===== src/rtl/median_pkg.sv =====
// Shared types and helpers for the streaming sliding-window median filter.
`define MEDIAN_PARAM_CHECK(win, nsamp) \
  if ((win) < 3 || (win) > 9 || ((win) % 2) == 0 || (nsamp) < (win)) begin : g_bad_params \
    $error("median filter: WINDOW must be odd in 3..9 and NUM_SAMPLES >= WINDOW"); \
  end

package median_pkg;

  typedef enum logic [1:0] {
    StFill,
    StRun,
    StFlush
  } state_e;

  // Rank of the median inside a window of the given (odd) length.
  function automatic int unsigned median_mid(input int unsigned window);
    return (window - 1) / 2;
  endfunction

endpackage


===== src/rtl/median_select.sv =====
// Combinational median of a flattened window using rank counting.
// Ties are broken by index so exactly one element owns the middle rank.
module median_select
  import median_pkg::*;
#(
  parameter int unsigned WIDTH  = 32,
  parameter int unsigned WINDOW = 3,
  parameter bit          SIGNED = 1'b0
) (
  input  logic [WINDOW*WIDTH-1:0] window,
  output logic [WIDTH-1:0]        median
);

  localparam int unsigned MID   = median_mid(WINDOW);
  localparam int unsigned RankW = $clog2(WINDOW);

  logic [WIDTH-1:0] x    [WINDOW];
  logic [RankW-1:0] rank [WINDOW];

  for (genvar i = 0; i < WINDOW; i++) begin : g_unpack
    assign x[i] = window[i*WIDTH +: WIDTH];
  end

  function automatic logic less(input logic [WIDTH-1:0] a, input logic [WIDTH-1:0] b);
    if (SIGNED) return $signed(a) < $signed(b);
    return a < b;
  endfunction

  always_comb begin
    for (int i = 0; i < WINDOW; i++) begin
      rank[i] = '0;
      for (int j = 0; j < WINDOW; j++) begin
        if (less(x[j], x[i]) || (j < i && x[j] == x[i])) begin
          rank[i] = rank[i] + RankW'(1);
        end
      end
    end
  end

  always_comb begin
    median = '0;
    for (int i = 0; i < WINDOW; i++) begin
      if (rank[i] == RankW'(MID)) median = x[i];
    end
  end

endmodule


===== src/rtl/median_stream_filter.sv =====
// Streaming sliding-window median filter with ready/valid on both sides.
// Emits NUM_SAMPLES-WINDOW+1 medians per frame, then pulses frame_done and re-arms.
module median_stream_filter
  import median_pkg::*;
#(
  parameter int unsigned WIDTH       = 32,
  parameter int unsigned WINDOW      = 3,
  parameter int unsigned NUM_SAMPLES = 8533,
  parameter bit          SIGNED      = 1'b0
) (
  input  logic             clk,
  input  logic             rst,
  input  logic             in_valid,
  output logic             in_ready,
  input  logic [WIDTH-1:0] in_data,
  output logic             out_valid,
  input  logic             out_ready,
  output logic [WIDTH-1:0] out_data,
  output logic             frame_done
);

  `MEDIAN_PARAM_CHECK(WINDOW, NUM_SAMPLES)

  localparam int unsigned     CntW      = $clog2(NUM_SAMPLES + 1);
  localparam logic [CntW-1:0] FillLast  = CntW'(WINDOW - 1);
  localparam logic [CntW-1:0] FrameLast = CntW'(NUM_SAMPLES);

  state_e                  state_q, state_d;
  logic [CntW-1:0]         cnt_q, cnt_d, cnt_inc;
  logic [WIDTH-1:0]        win_q     [WINDOW];
  logic [WIDTH-1:0]        win_d     [WINDOW];
  logic [WIDTH-1:0]        win_shift [WINDOW];
  logic [WINDOW*WIDTH-1:0] win_flat;
  logic                    out_valid_q, out_valid_d;
  logic [WIDTH-1:0]        out_data_q, out_data_d;
  logic [WIDTH-1:0]        median;
  logic                    accept, out_fire;

  // Candidate next window: newest sample at index 0, oldest falls off the end.
  for (genvar i = 0; i < WINDOW; i++) begin : g_win
    if (i == 0) begin : g_head
      assign win_shift[i] = in_data;
    end else begin : g_tail
      assign win_shift[i] = win_q[i-1];
    end
    assign win_flat[i*WIDTH +: WIDTH] = win_shift[i];
  end

  median_select #(
    .WIDTH (WIDTH),
    .WINDOW(WINDOW),
    .SIGNED(SIGNED)
  ) u_select (
    .window(win_flat),
    .median(median)
  );

  assign accept   = in_valid && in_ready;
  assign out_fire = out_valid && out_ready;
  assign cnt_inc  = cnt_q + CntW'(1);

  always_ff @(posedge clk) begin
    if (rst) begin
      state_q     <= StFill;
      cnt_q       <= '0;
      out_valid_q <= 1'b0;
      out_data_q  <= '0;
      for (int i = 0; i < WINDOW; i++) win_q[i] <= '0;
    end else begin
      state_q     <= state_d;
      cnt_q       <= cnt_d;
      out_valid_q <= out_valid_d;
      out_data_q  <= out_data_d;
      win_q       <= win_d;
    end
  end

  always_comb begin
    state_d     = state_q;
    cnt_d       = cnt_q;
    win_d       = win_q;
    out_valid_d = out_valid_q;
    out_data_d  = out_data_q;
    if (out_fire) out_valid_d = 1'b0;
    if (accept) begin
      win_d = win_shift;
      cnt_d = cnt_inc;
    end
    case (state_q)
      StFill: begin
        if (accept && cnt_inc == FillLast) state_d = StRun;
      end
      StRun: begin
        if (accept) begin
          out_valid_d = 1'b1;
          out_data_d  = median;
          if (cnt_inc == FrameLast) state_d = StFlush;
        end
      end
      StFlush: begin
        if (out_fire) begin
          state_d = StFill;
          cnt_d   = '0;
          for (int i = 0; i < WINDOW; i++) win_d[i] = '0;
        end
      end
      default: state_d = StFill;
    endcase
  end

  // Outputs are forced quiet while reset is asserted, not just after it.
  always_comb begin
    in_ready   = !rst && (state_q != StFlush) && (!out_valid_q || out_ready);
    out_valid  = out_valid_q && !rst;
    out_data   = rst ? '0 : out_data_q;
    frame_done = out_valid && out_ready && (state_q == StFlush);
  end

endmodule


===== config.mk =====
export PLATFORM = sky130hd
export DESIGN_NAME = median_stream_filter
export DESIGN_NICKNAME = d
export VERILOG_FILES = /design/src/rtl/median_pkg.sv /design/src/rtl/median_select.sv /design/src/rtl/median_stream_filter.sv
export SDC_FILE = /design/constraint.sdc
export NUM_CORES = 1
export LEC_CHECK = 0
export BUFFER_PORTS_ARGS = -buffer_cell sky130_fd_sc_hd__buf_2
export CAP_MARGIN = 20
export CORE_ASPECT_RATIO = 0.8
export CORE_MARGIN = 3
export CORE_UTILIZATION = 40
export DETAILED_ROUTE_END_ITERATION = 6
export PLACE_DENSITY_LB_ADDON = 0.12
export SLEW_MARGIN = 25
export SYNTH_ARGS = -nofsm -noshare
export SYNTH_HDL_FRONTEND = slang
export SYNTH_SLANG_ARGS = --single-unit

===== constraint.sdc =====
create_clock -name clk -period 6 [get_ports clk]
set_input_delay 0.9 -clock clk [delete_from_list [all_inputs] [get_ports clk]]
set_output_delay 0.9 -clock clk [all_outputs]
set_load 0.005 [all_outputs]

# Word level (Yosys, flattened, before mapping)

Cells that the tools add are included.

Register bits: 145
Bits in latches: 0
Bits in writable memories: 0
Bits in read-only memories: 0
Input port bits: 36
Output and inout port bits: 35
Memories kept: 0

$add $sub $neg: 7
$mul: 0
Div/mod/pow operators: 0
$lt $le $gt $ge: 9
Equality and inequality tests: 15
Shift operators: 0
Muxes and demuxes: 27
Bitwise operators: 0
Reduce and logical (&&, ||, !) cells: 16

Operator list:

| operator              | number |
|---|---|
| $lt 32x32->1          | 9 |
| $mux 96               | 3 |
| $mux 32               | 4 |
| $eq 32x32->1          | 3 |
| $mux 14               | 3 |
| $mux 2                | 10 |
| $add 14x1->14 const B | 1 |
| $eq 14x14->1 const B  | 1 |
| $eq 14x2->1 const B   | 1 |
| $add 2x1->2 const B   | 5 |
| $ne 2x2->1 const B    | 5 |
| $eq 2x1->1 const B    | 4 |
| $logic_and 1x1->1     | 7 |
| $mux 1                | 6 |
| $pmux 2 s3            | 1 |
| $logic_or 1x1->1      | 4 |
| $reduce_and 4->1      | 1 |
| $add 1x1->2 const B   | 1 |
| $eq 2x2->1 const B    | 1 |
| $logic_not 1->1       | 2 |
| $logic_not 2->1       | 1 |
| $reduce_and 2->1      | 1 |

# Depth between registers and ports, before layout

Word-level depth: 10
Mapped depth: 13

# Cells and area by module

Synthesis repeated with hierarchy kept, for this count alone.

Cells, all modules: 978
Area total of the unflattened synthesis: 7430.9 um2

Modules (own cells, without submodules):

| module               | instances | cells an instance | area each (um2) |
|---|---|---|---|
| median_stream_filter | 1         | 587               | 4621.9 |
| median_select        | 1         | 391               | 2808.9 |

# Worst setup path after synthesis

Ideal clock, no wire load.

Path type: input port to flip-flop
From: input in_data[25]
To: register out_data_q[10]
Arrival: 3030 ps
Data required time: 5863 ps
Setup slack: 2833 ps
Stages: 13
Path buffers: 2
Cells stage by stage: inv_1 -> ha_1 -> a21o_1 -> a221o_1 -> a221oi_2 -> o21ai_1 -> a21o_1 -> and3_4 -> or2_1 -> buf_2 -> buf_2 -> nand2_1 -> a31oi_1

Word-level cells in the longest chain between the ends: 10

Ends and longest elaborated chain:

| what                                                | RTL line                                 | source |
|---|---|---|
| start, declared                                     | median_stream_filter.sv:15               | `input logic [WIDTH-1:0] in_data,` |
| $lt 32x32->1 / $eq 32x32->1 (equally long branches) | median_select.sv:26, median_select.sv:33 |  |
| $mux 1 / $logic_or 1x1->1 (equally long branches)   | median_select.sv:33                      | `if (less(x[j], x[i]) \|\| (j < i && x[j] == x[i])) begin` |
| $add 2x1->2 / $mux 1 (equally long branches)        | median_select.sv:34, median_select.sv:33 |  |
| $mux 2 / $add 1x1->2 (equally long branches)        | median_select.sv:33, median_select.sv:34 |  |
| $add 2x1->2 / $mux 2 (equally long branches)        | median_select.sv:34, median_select.sv:33 |  |
| $mux 2 / $add 2x1->2 (equally long branches)        | median_select.sv:33, median_select.sv:34 |  |
| $eq 2x1->1 / $mux 2 (equally long branches)         | median_select.sv:43, median_select.sv:33 |  |
| $mux 32 / $eq 2x1->1 (equally long branches)        | median_select.sv:43                      | `if (rank[i] == RankW'(MID)) median = x[i];` |
| $mux 32                                             | median_select.sv:43                      |  |
| $mux 32 *                                           | median_select.sv:43                      |  |
| end signal, assigned                                | median_stream_filter.sv:73               | `out_data_q <= out_data_d;` |
| end, declared                                       | median_stream_filter.sv:35               | `logic [WIDTH-1:0] out_data_q, out_data_d;` |

Mark *: on every way between the ends. The rest lies on a longest branch, timed or not.
A chain may end at the register's enable or synchronous reset.

# Final worst setup path

From: input in_data[31]
To: register out_data_q[26]

Same word-level chain as after synthesis.

==> impl_metrics.toml <==
[setup_path]
cp.arrival_ns = 4.06
cp-end-kind = "register"
reg2reg_depth = 11
r2r-end = "out_data_q[26]"
reg2reg_from = "win_flat[78]"
critPathLaunchType = "input port"
cp_max_fo = 17
crit_type = "in2reg"
r2r_setup_slack_ns = 2.42
cp.required_ns = 6.35

[clock_tree]
clockBufferDepth = 2
cts_tree = "done"
cts.sinks = 113
clk_pin_slew_ns = 0.06
cts_root_buffer = "clkbuf_16"
postCtsHoldBufs = 0
post_cts_resized = 0
cts-buffers-inserted = 17
post_cts_buffers = 0
ctsHtreeMaxLevel = 4
clk_latency_ns = 0.43

[finish]
multi_input_area_mm2 = 0.004652
fin_area_mm2 = 0.008494
syn2layout_area_growth_pct = 14.80
layout.cells.most_common = "nand2_1"
drive_above_1_share = 0.1196
nNetsFinal = 1159
final_cell_mix = "nand2_1 (232), dfxtp_1 (113), a21oi_1 (110), ha_1 (99), inv_1 (73)"
antennaDiodeCount = 0
regArea_mm2 = 0.002262
fillCellCount = 1804

[timing]
rsz0062_at_grt = "no"
slew_headroom = 0.4230
tightest_slew_ns = 0.8655
setup_tns_ns = 0
max_clock_freq_mhz = 269.6
period_share = 0.6183
min_period_ns = 3.710
setup_viol = 0
final-hold-violation-count = 0
slew_violations = 0
fin_worst_skew_ns = 0.01454
setup_ws_ns = 2.290

[route]
drc_errors = 0
vias_per_cell = 5.299
drt_iter0_markers = 381
wire_per_inst_um = 15.84
vias = 6687
firstDrtPassIters = 5
wl_um = 19980
ant_nets = 0

[flow_run]
maxCapViolations = 0

[synth]
synth_edf_count = 0
ys.warnings.count = 0
synthArstFlopShare = 0
synth_area_per_cell_um2 = 7.551
ys.flop_type = "dfxtp_1"
synth_area_leaders = "dfxtp_1 (31%), ha_1 (17%), nand2_1 (12%), a21oi_1 (7.4%), inv_1 (3.7%)"
synth_cell_types = 57
ys_ff_latch = 113
ys_seq_area_frac = 0.3057
synthCells = 980
synth_nets = 1115
synth_area_leader_cell = "dfxtp_1"
netlist_area_mm2 = 0.007400
synth.top_cell.area_share = 0.3057

[global_routing]
overflow = 0
grt_usage = 0.2046
grt_max_degree = 73
grt_pass1_wl_um = 32880
grt_pass1_vias = 6238
antenna_found_initial = 0

[placement]
port_buffers = 70
place_ws_ns = 1.903
dpl.hpwl_um = 13600
postPlaceCellArea_mm2 = 0.007870
place.gp.congestion = 0.8146

[hold_path]
min_delay_path_depth = 2
hold_end = "win_flat[75]"
hold_start = "win_flat[75]"
min_path_type = "reg2reg"

[die]
pin_count = 71
fp.dieW_um = 158.1
coreArea_mm2 = 0.01775
initial_core_util = 0.4168
design.die.area_mm2 = 0.02018
num_rows = 43
die_h_um = 127.7

[pwr]
finalPower_mw = 2.268
ir_drop_uv = 208.0
power_density_mw_per_mm2 = 267.0
p_leak_nw = 3.714

[status]
status = "complete, no violations"
how the worst max path moves through the flow:
stage / start / end / slack [ns]
2_1_floorplan: in_data[25] / out_data_q[10] / 2.83
3_3_place_gp: in_data[25] / out_data_q[25] / 1.94
3_5_place_dp: in_data[27] / out_data_q[26] / 1.90
4_1_cts: in_data[27] / out_data_q[26] / 2.34
5_1_grt: in_data[14] / out_data_q[26] / 2.11
6_report: in_data[31] / out_data_q[26] / 2.29
synth_stat cells (all sizes together), types with 2 or more instances:
library cell  instances
a21o                  9
a31oi                32
xor2                  8
nor2b                36
o21a                  2
a21oi               111
or3                   3
a211oi                2
and3                  2
nand2b               34
nand4                21
buf                  17
nand3                16
nor4                  8
o21ai                16
o211ai                4
a221oi                3
clkbuf               35
ha                   99
o31ai                32
inv                  73
and2                  2
or2                   2
nor3                 12
dfxtp               113
nor2                 27
xnor2                11
nand2               234
sequential cells by signal (all words and copies together) (netlist names):
| name | count |
|---|---|
| win_flat | 64 |
| out_data_q | 32 |
| cnt_q | 14 |
| state_q | 2 |
| out_valid_q | 1 |
through the flow:
stage	instances	utilization	hold WS (ns)
after floorplan	980	-	0.4583
after global placement	1230	0.4433	0.4776
after detailed placement	1230	0.4433	0.4826
after CTS	1262	0.4783	0.4901
after global routing	1262	0.4784	0.5200
final	1262	0.4784	0.4958
cell families (layout without fill, tap and decap cells):
family | after synthesis | in the layout | share of synthesized area
flip-flops | 113 | 113 | 0.3057
XOR/XNOR | 19 | 19 | 0.02350
buffers and inverters | 125 | 182 | 0.06831
AO/OA/AOI/OAI | 224 | 224 | 0.1843
AND/OR/NAND/NOR | 400 | 400 | 0.2508
adder cells (fa/ha/maj) | 99 | 99 | 0.1674
where the power goes:
group	total [mW]	switching, mW	internal [mW]
registers	0.811	0.0249	0.786
logic	0.371	0.245	0.126
clock network	1.09	0.371	0.715
worst max-delay path, stage by stage:
cell and delay (ns):
buf_2 0.12, inv_1 0.07, ha_1 0.31, and4_2 0.25, nand4_1 0.19, nor4_1 0.60
a21o_1 0.23, a21oi_2 0.06, nor3_4 0.70, buf_4 0.38, nand2_1 0.08, a31oi_1 0.17
layer usage:
metal	share of wire	track usage
met3	0.041	0.04252
met2	0.43	0.3065
met5	0	0
met1	0.52	0.2996
met4	0.011	0.05362
area by class of cell:
| cell class | instances | share of cell area |
|---|---|---|
| well taps | 225 | 0.03314 |
| flip-flops and latches | 113 | 0.2663 |
| inverters | 73 | 0.03226 |
| repair buffers | 77 | 0.04743 |
| clock inverters | 10 | 0.01856 |
| multi-input cells | 742 | 0.5477 |
| clock buffers | 22 | 0.05465 |
Power figures use the tool's default switching activity.
